===== src/rtl/vga_timing_pkg.sv =====
// vga_timing_pkg: default 640x480@60 timing constants and the
// line/frame total helper shared by the timing generator and its interface.
package vga_timing_pkg;

  localparam int DEF_H_ACTIVE = 640;
  localparam int DEF_H_FRONT  = 16;
  localparam int DEF_H_SYNC   = 96;
  localparam int DEF_H_BACK   = 48;
  localparam int DEF_V_ACTIVE = 480;
  localparam int DEF_V_FRONT  = 10;
  localparam int DEF_V_SYNC   = 2;
  localparam int DEF_V_BACK   = 33;

  // Total period (pixels per line or lines per frame) from its four regions.
  function automatic int calc_total(input int active, input int front,
                                    input int sync, input int back);
    return active + front + sync + back;
  endfunction

endpackage


===== src/rtl/vga_timing_gen_if.sv =====
// vga_timing_gen_if: video timing bundle driven by vga_timing_gen.
// Widths default to the 640x480 totals; override to match the generator.
interface vga_timing_gen_if
  import vga_timing_pkg::*;
#(
  parameter int CW_H = $clog2(calc_total(DEF_H_ACTIVE, DEF_H_FRONT, DEF_H_SYNC, DEF_H_BACK)),
  parameter int CW_V = $clog2(calc_total(DEF_V_ACTIVE, DEF_V_FRONT, DEF_V_SYNC, DEF_V_BACK))
);

  logic            pix_en;
  logic            h_sync;
  logic            v_sync;
  logic            blank_n;
  logic [CW_H-1:0] pos_x;
  logic [CW_V-1:0] pos_y;
  logic            line_start;
  logic            frame_start;

  modport master (
    output pix_en, h_sync, v_sync, blank_n, pos_x, pos_y, line_start, frame_start
  );

  modport slave (
    input pix_en, h_sync, v_sync, blank_n, pos_x, pos_y, line_start, frame_start
  );

endinterface


===== src/rtl/vga_sync_delay.sv =====
// vga_sync_delay: DEPTH-stage shift pipeline with a configurable reset
// value. DEPTH=0 is a plain wire so the caller can always instantiate it.
module vga_sync_delay #(
  parameter int              WIDTH   = 1,
  parameter int              DEPTH   = 2,
  parameter logic [WIDTH-1:0] RST_VAL = '0
) (
  input  logic             clk,
  input  logic             rst,
  input  logic [WIDTH-1:0] i_d,
  output logic [WIDTH-1:0] o_q
);

  generate
    if (DEPTH == 0) begin : g_bypass
      logic w_unused;
      assign w_unused = clk ^ rst;
      assign o_q      = i_d;
    end else begin : g_pipe
      logic [WIDTH-1:0] r_stage [DEPTH];

      // Shift the group one stage per clk; reset fills every stage with idle levels.
      always_ff @(posedge clk) begin
        if (rst) begin
          for (int i = 0; i < DEPTH; i++) r_stage[i] <= RST_VAL;
        end else begin
          r_stage[0] <= i_d;
          for (int i = 1; i < DEPTH; i++) r_stage[i] <= r_stage[i-1];
        end
      end

      assign o_q = r_stage[DEPTH-1];
    end
  endgenerate

endmodule


===== src/rtl/vga_timing_gen.sv =====
// vga_timing_gen: VGA line/frame timing with pixel-clock divider.
// Optional macro VGA_SYNC_DELAY_EN delays h_sync, v_sync, blank_n,
// line_start and frame_start by SYNC_DLY clks relative to pix_en/pos.
module vga_timing_gen
  import vga_timing_pkg::*;
#(
  parameter int H_ACTIVE = DEF_H_ACTIVE,
  parameter int H_FRONT  = DEF_H_FRONT,
  parameter int H_SYNC   = DEF_H_SYNC,
  parameter int H_BACK   = DEF_H_BACK,
  parameter int V_ACTIVE = DEF_V_ACTIVE,
  parameter int V_FRONT  = DEF_V_FRONT,
  parameter int V_SYNC   = DEF_V_SYNC,
  parameter int V_BACK   = DEF_V_BACK,
  parameter bit H_POL    = 1'b0,
  parameter bit V_POL    = 1'b0,
  parameter int CLK_DIV  = 1,
  parameter int SYNC_DLY = 2
) (
  input  logic              clk,
  input  logic              rst,
  vga_timing_gen_if.master  vga
);

  localparam int H_TOTAL = calc_total(H_ACTIVE, H_FRONT, H_SYNC, H_BACK);
  localparam int V_TOTAL = calc_total(V_ACTIVE, V_FRONT, V_SYNC, V_BACK);
  localparam int CW_H    = $clog2(H_TOTAL);
  localparam int CW_V    = $clog2(V_TOTAL);
  localparam int DW      = (CLK_DIV > 1) ? $clog2(CLK_DIV) : 1;

  localparam logic [DW-1:0]   DIV_LAST = DW'(CLK_DIV - 1);
  localparam logic [CW_H-1:0] H_LAST   = CW_H'(H_TOTAL - 1);
  localparam logic [CW_H-1:0] H_ACT    = CW_H'(H_ACTIVE);
  localparam logic [CW_H-1:0] HS_FIRST = CW_H'(H_ACTIVE + H_FRONT);
  localparam logic [CW_H-1:0] HS_LAST  = CW_H'(H_ACTIVE + H_FRONT + H_SYNC - 1);
  localparam logic [CW_V-1:0] V_LAST   = CW_V'(V_TOTAL - 1);
  localparam logic [CW_V-1:0] V_ACT    = CW_V'(V_ACTIVE);
  localparam logic [CW_V-1:0] VS_FIRST = CW_V'(V_ACTIVE + V_FRONT);
  localparam logic [CW_V-1:0] VS_LAST  = CW_V'(V_ACTIVE + V_FRONT + V_SYNC - 1);

`ifdef VGA_SYNC_DELAY_EN
  localparam int DLY = SYNC_DLY;
`else
  // SYNC_DLY has no effect unless the delay option is built in.
  localparam int DLY = 0 * SYNC_DLY;
`endif

  // Group order: {h_sync, v_sync, blank_n, line_start, frame_start}
  localparam logic [4:0] SYNC_IDLE = {~H_POL, ~V_POL, 3'b000};

  logic [DW-1:0]   r_div;
  logic            r_pix_en;
  logic [CW_H-1:0] r_h_cnt;
  logic [CW_V-1:0] r_v_cnt;
  logic [CW_H-1:0] r_pos_x;
  logic [CW_V-1:0] r_pos_y;
  logic [4:0]      r_sync_grp;

  logic            w_div_wrap;
  logic            w_h_last;
  logic            w_v_last;
  logic [CW_H-1:0] w_h_next;
  logic [CW_V-1:0] w_v_next;
  logic            w_blank_n;
  logic            w_line_start;
  logic            w_h_sync;
  logic            w_v_sync;
  logic [4:0]      w_sync_grp;
  logic [4:0]      w_sync_out;

  assign w_div_wrap = (r_div == DIV_LAST);
  assign w_h_last   = (r_h_cnt == H_LAST);
  assign w_v_last   = (r_v_cnt == V_LAST);

  // Divider free-runs; pix_en is registered so it is high the clk after the wrap.
  always_ff @(posedge clk) begin
    if (rst) begin
      r_div    <= '0;
      r_pix_en <= 1'b0;
    end else begin
      r_div    <= w_div_wrap ? '0 : r_div + DW'(1);
      r_pix_en <= w_div_wrap;
    end
  end

  // The position shown during a strobe is consumed at that strobe's closing edge,
  // so the first strobe after reset presents 0,0.
  always_comb begin
    w_h_next = r_h_cnt;
    w_v_next = r_v_cnt;
    if (r_pix_en) begin
      w_h_next = w_h_last ? '0 : r_h_cnt + CW_H'(1);
      if (w_h_last) begin
        w_v_next = w_v_last ? '0 : r_v_cnt + CW_V'(1);
      end
    end
  end

  // Decode from the next counter values so registered outputs match the counters.
  assign w_blank_n    = (w_h_next < H_ACT) && (w_v_next < V_ACT);
  assign w_line_start = w_div_wrap && (w_h_next == '0);
  assign w_h_sync     = ((w_h_next >= HS_FIRST) && (w_h_next <= HS_LAST)) ? H_POL : ~H_POL;
  assign w_v_sync     = ((w_v_next >= VS_FIRST) && (w_v_next <= VS_LAST)) ? V_POL : ~V_POL;
  assign w_sync_grp   = {w_h_sync, w_v_sync, w_blank_n, w_line_start,
                         w_line_start && (w_v_next == '0)};

  // Counters and all outputs load together; reset aborts any line in progress.
  always_ff @(posedge clk) begin
    if (rst) begin
      r_h_cnt    <= '0;
      r_v_cnt    <= '0;
      r_pos_x    <= '0;
      r_pos_y    <= '0;
      r_sync_grp <= SYNC_IDLE;
    end else begin
      r_h_cnt    <= w_h_next;
      r_v_cnt    <= w_v_next;
      r_pos_x    <= w_blank_n ? w_h_next : '0;
      r_pos_y    <= w_blank_n ? w_v_next : '0;
      r_sync_grp <= w_sync_grp;
    end
  end

  vga_sync_delay #(
    .WIDTH   (5),
    .DEPTH   (DLY),
    .RST_VAL (SYNC_IDLE)
  ) u_sync_delay (
    .clk (clk),
    .rst (rst),
    .i_d (r_sync_grp),
    .o_q (w_sync_out)
  );

  assign vga.pix_en      = r_pix_en;
  assign vga.pos_x       = r_pos_x;
  assign vga.pos_y       = r_pos_y;
  assign vga.h_sync      = w_sync_out[4];
  assign vga.v_sync      = w_sync_out[3];
  assign vga.blank_n     = w_sync_out[2];
  assign vga.line_start  = w_sync_out[1];
  assign vga.frame_start = w_sync_out[0];

endmodule


===== src/flat_wrapper.sv =====
// flat-port wrapper written by rule: the top's interface ports become plain ports
module vga_timing_gen_flat import vga_timing_pkg::*;
#(
  parameter int H_ACTIVE = DEF_H_ACTIVE,
  parameter int H_FRONT  = DEF_H_FRONT,
  parameter int H_SYNC   = DEF_H_SYNC,
  parameter int H_BACK   = DEF_H_BACK,
  parameter int V_ACTIVE = DEF_V_ACTIVE,
  parameter int V_FRONT  = DEF_V_FRONT,
  parameter int V_SYNC   = DEF_V_SYNC,
  parameter int V_BACK   = DEF_V_BACK,
  parameter bit H_POL    = 1'b0,
  parameter bit V_POL    = 1'b0,
  parameter int CLK_DIV  = 1,
  parameter int SYNC_DLY = 2
)
  (clk, rst, vga_pix_en, vga_h_sync, vga_v_sync, vga_blank_n, vga_pos_x, vga_pos_y, vga_line_start, vga_frame_start);
  vga_timing_gen_if vga_i ();
  input  logic clk;
  input  logic rst;
  output wire logic [$bits(vga_i.pix_en)-1:0] vga_pix_en;
  output wire logic [$bits(vga_i.h_sync)-1:0] vga_h_sync;
  output wire logic [$bits(vga_i.v_sync)-1:0] vga_v_sync;
  output wire logic [$bits(vga_i.blank_n)-1:0] vga_blank_n;
  output wire logic [$bits(vga_i.pos_x)-1:0] vga_pos_x;
  output wire logic [$bits(vga_i.pos_y)-1:0] vga_pos_y;
  output wire logic [$bits(vga_i.line_start)-1:0] vga_line_start;
  output wire logic [$bits(vga_i.frame_start)-1:0] vga_frame_start;
  assign vga_pix_en = vga_i.pix_en;
  assign vga_h_sync = vga_i.h_sync;
  assign vga_v_sync = vga_i.v_sync;
  assign vga_blank_n = vga_i.blank_n;
  assign vga_pos_x = vga_i.pos_x;
  assign vga_pos_y = vga_i.pos_y;
  assign vga_line_start = vga_i.line_start;
  assign vga_frame_start = vga_i.frame_start;
  vga_timing_gen #(.H_ACTIVE(H_ACTIVE), .H_FRONT(H_FRONT), .H_SYNC(H_SYNC), .H_BACK(H_BACK), .V_ACTIVE(V_ACTIVE), .V_FRONT(V_FRONT), .V_SYNC(V_SYNC), .V_BACK(V_BACK), .H_POL(H_POL), .V_POL(V_POL), .CLK_DIV(CLK_DIV), .SYNC_DLY(SYNC_DLY)) u_core (.clk(clk), .rst(rst), .vga(vga_i));
endmodule

===== config.mk =====
export PLATFORM = sky130hd
export DESIGN_NAME = vga_timing_gen_flat
export DESIGN_NICKNAME = d
export VERILOG_FILES = /design/src/rtl/vga_timing_pkg.sv /design/src/rtl/vga_timing_gen_if.sv /design/src/rtl/vga_sync_delay.sv /design/src/rtl/vga_timing_gen.sv /design/src/flat_wrapper.sv
export SDC_FILE = /design/constraint.sdc
export NUM_CORES = 1
export LEC_CHECK = 0
export ABC_CLOCK_PERIOD_IN_PS = 5200
export CAP_MARGIN = 30
export CORE_MARGIN = 4
export CORE_UTILIZATION = 55
export CTS_CLUSTER_DIAMETER = 120
export DETAILED_ROUTE_END_ITERATION = 10
export GPL_TIMING_DRIVEN = 0
export PLACE_DENSITY = 0.82
export SYNTH_ARGS = -nofsm -noshare
export SYNTH_HDL_FRONTEND = slang
export SYNTH_SLANG_ARGS = --single-unit

===== constraint.sdc =====
create_clock -name clk -period 5.2 [get_ports clk]
set_clock_uncertainty 0.05 [all_clocks]
set_input_delay 0.52 -clock clk [delete_from_list [all_inputs] [get_ports clk]]
set_output_delay 0.52 -clock clk [all_outputs]
set_load 0.01 [all_outputs]

==> metrics.txt <==
CP arrival=2.70 ns; Setup CP Type=reg2reg; Synth area leaders=dfxtp_1, nor3_2, nor2_1; Remaining DRCs=0; initial drt markers=118; Worst-Margin Slew=0.682 ns; Hold Crit Class=reg2reg; DRT antenna net count=0; # rows=22; Starting Density=58.8%; Max Cap Violations=0; area delta synth->final=18.4%; fin crit share=49.7%; Switch Pwr=0.000137 W; cts repair resizes=0; reg-to-reg startpoint=u_core.r_h_cnt[0]$_SDFF_PP0_; CP Launch Type=register; Placed Area=2540 um^2; Final Cell Area=2630 um^2; Worst Path Max Fanout=10; drt wl/cell=14.1 um; WHS Endpoint=u_core.vga.pix_en$_SDFF_PP0_; antenna violations before repair=0; Crit. Startpoint=u_core.r_h_cnt[0]$_SDFF_PP0_; Setup TNS=0 ns; die area=5110 um^2; drt total wl=4460 um; vias per cell=5.69; Seq cells post-synth=47; syn_area_per_cell=9.48 um^2; Slew Limit Fails=0; Max Clk Rate=0.387 GHz; core area=3770 um^2; total clock sinks=47; postcts setup bufs=0; grt total ovfl=0; Ports=28; clock power share=34.2%; synth unique cells=56; Max H-tree Level=2; synthesized area=2220 um^2; Worst R2R Path Depth=9; Syn. warnings=0; die width=71.5 um; hold path depth=1; switch share=22.4%; Final Hold Viols=0; flop2flop setup slack=2.61 ns; Die Y=71.5 um; Tmin final=2.59 ns; dominant cell type by area after synthesis=dfxtp_1; ys flop type=dfxtp_1; Logic pwr share=5.5%; CP Capture Type=register; power per cell area=233 nW/um^2; EDFF count, synth=0; register area share after synthesis=42.4%; Worst R2R End=u_core.vga.pos_y[3]$_SDFF_PP0_; largest net degree at the start of global routing=15; share of layout cells above drive strength 1=17.8%; IO buf count=26; hold buffers post-CTS=0; First-pass DRT Iterations=4; Tot GR Track Use=17.8%; nets=273; static leakage=0.959 nW; Synth top area share=42.4%; Flop pwr share=60.3%; placer congestion estimate=0.908; Reg clk slew, reported paths=0.08 ns; Via Count=1803; fill count=311; Setup Viol. Count Final=0; vias in the first global route=1545; DP HPWL=3240 um; RSZ-0062 raised after global routing=no; clock buffer count from CTS=5; Max rail drop VDD=216 uV; max_slew headroom=54.5%; global-route wire length before repair=7320 um; ANT cells=0; Gate Count Post-Synth=234; CTS root buffer=clkbuf_8; status=finished clean; Hold Startpoint=u_core.r_div$_SDFF_PP0_; CP required=5.31 ns; CTS tree=built; clk buf depth=2; ys async rst share=0%; Clk Latency, worst-skew pair=0.30 ns; P_int=0.000475 W
[sequential cells by signal, indices dropped and copies added, names as in the netlist]
| name | flops |
|---|---|
| u_core.r_div | 1 |
| u_core.r_h_cnt | 10 |
| u_core.r_sync_grp | 5 |
| u_core.r_v_cnt | 10 |
| u_core.vga.pix_en | 1 |
| u_core.vga.pos_x | 10 |
| u_core.vga.pos_y | 10 |
[worst max-delay path: stages (launching register included)]
cell      delay, ns
dfxtp_1        0.43
ha_1           0.19
and2_1         0.14
buf_2          0.23
nand4_2        0.28
nor4_2         0.37
o21ai_2        0.12
o311ai_4       0.36
buf_6          0.22
nor3_2         0.06
[stage by stage]
stage | setup WS (ns) | total power [W] | hold slack (ns) | cells | util [%]
after floorplan | 2.98 | 0.000398 | 0.330 | 235 | -
after global placement | 2.66 | 0.000411 | 0.345 | 309 | 67.4
after detailed placement | 2.63 | 0.000412 | 0.345 | 309 | 67.4
after CTS | 2.62 | 0.000621 | 0.358 | 317 | 69.7
after global routing | 2.35 | 0.000640 | 0.361 | 317 | 69.7
final | 2.61 | 0.000613 | 0.356 | 317 | 69.7
[area by class of cell]
class | instances | area (um^2) | share of cell area [%]
sequential | 47 | 941 | 35.8
tap | 48 | 60.1 | 2.29
timing repair buffer | 26 | 260 | 9.90
clock buffer | 6 | 72.6 | 2.76
clock inverter | 2 | 12.5 | 0.476
inverter | 5 | 18.8 | 0.714
buffer | 18 | 101 | 3.86
multi-input combinational | 165 | 1160 | 44.2
[power groups by stage]
stage	sequential (W)	clock, W	combinational [W]
after floorplan	0.000380	0	0.0000179
after global placement	0.000378	0	0.0000332
after detailed placement	0.000378	0	0.0000333
after CTS	0.000370	0.000218	0.0000337
after global routing	0.000371	0.000233	0.0000362
final	0.000370	0.000209	0.0000335
[worst max path at each step]
stage | slack (ns) | endpoint
6_report | 2.61 | u_core.vga.pos_y[3]$_SDFF_PP0_
3_5_place_dp | 2.63 | u_core.vga.pos_x[4]$_SDFF_PP0_
4_1_cts | 2.62 | u_core.vga.pos_y[3]$_SDFF_PP0_
5_1_grt | 2.35 | u_core.vga.pos_x[6]$_SDFF_PP0_
2_1_floorplan | 2.98 | u_core.vga.pos_x[2]$_SDFF_PP0_
3_3_place_gp | 2.66 | u_core.vga.pos_y[1]$_SDFF_PP0_
[metal layers]
metal | vias up | wire [um] | part of all wire, % | global-route usage, %
li1 | 900 | - | - | -
met4 | 0 | 42 | 0.94 | 5.01
met5 | - | 0 | 0 | 0
met3 | 5 | 377 | 8.5 | 3.93
met1 | 822 | 2060 | 46 | 26.0
met2 | 76 | 1980 | 44 | 26.2
[cells by family after synthesis]
kind of cell             count (synthesis)  synth area share [%]
AND/OR/NAND/NOR                        112                  32.4
flip-flops                              47                  42.4
AO/OA/AOI/OAI                           32                  10.9
buffers and inverters                   23                  5.41
XOR/XNOR                                12                  5.08
multiplexers                             4                  1.86
adder cells (fa/ha/maj)                  3                  1.69
other                                    1                 0.169
[cells in the final DEF, fill, tap and decap left out, types with 2 or more instances in the layout]
master	count
xor2_1	2
o21ai_1	3
inv_1	5
o31ai_1	2
clkdlybuf4s50_1	26
ha_1	3
nor4b_1	3
a31oi_1	2
clkbuf_8	5
nor3_1	10
nor2b_2	5
nand2b_1	2
o41ai_1	3
nand4bb_1	2
mux2i_1	3
dfxtp_1	47
clkbuf_1	8
nand3_1	15
nor2_1	21
nand4_1	3
and3_1	6
a21oi_1	5
xnor2_1	9
nor4_2	2
buf_6	3
o211ai_1	2
nor2_2	2
o21ai_0	5
nand2_1	13
and4_1	3
conb_1	2
buf_2	6
or4_1	2
nor3_2	13
[synthesized netlist by cell type, drive strengths merged (3+ instances only)]
cell type  count
dfxtp         47
nor2          23
nor3          23
nand3         15
nand2         13
buf           11
o21ai          9
xnor2          9
clkbuf         7
a21oi          6
and3           6
nor2b          6
inv            5
nand4          4
nor4b          4
and4           3
ha             3
mux2i          3
nor4           3
o41ai          3
xor2           3
Power figures use the tool's default switching activity.
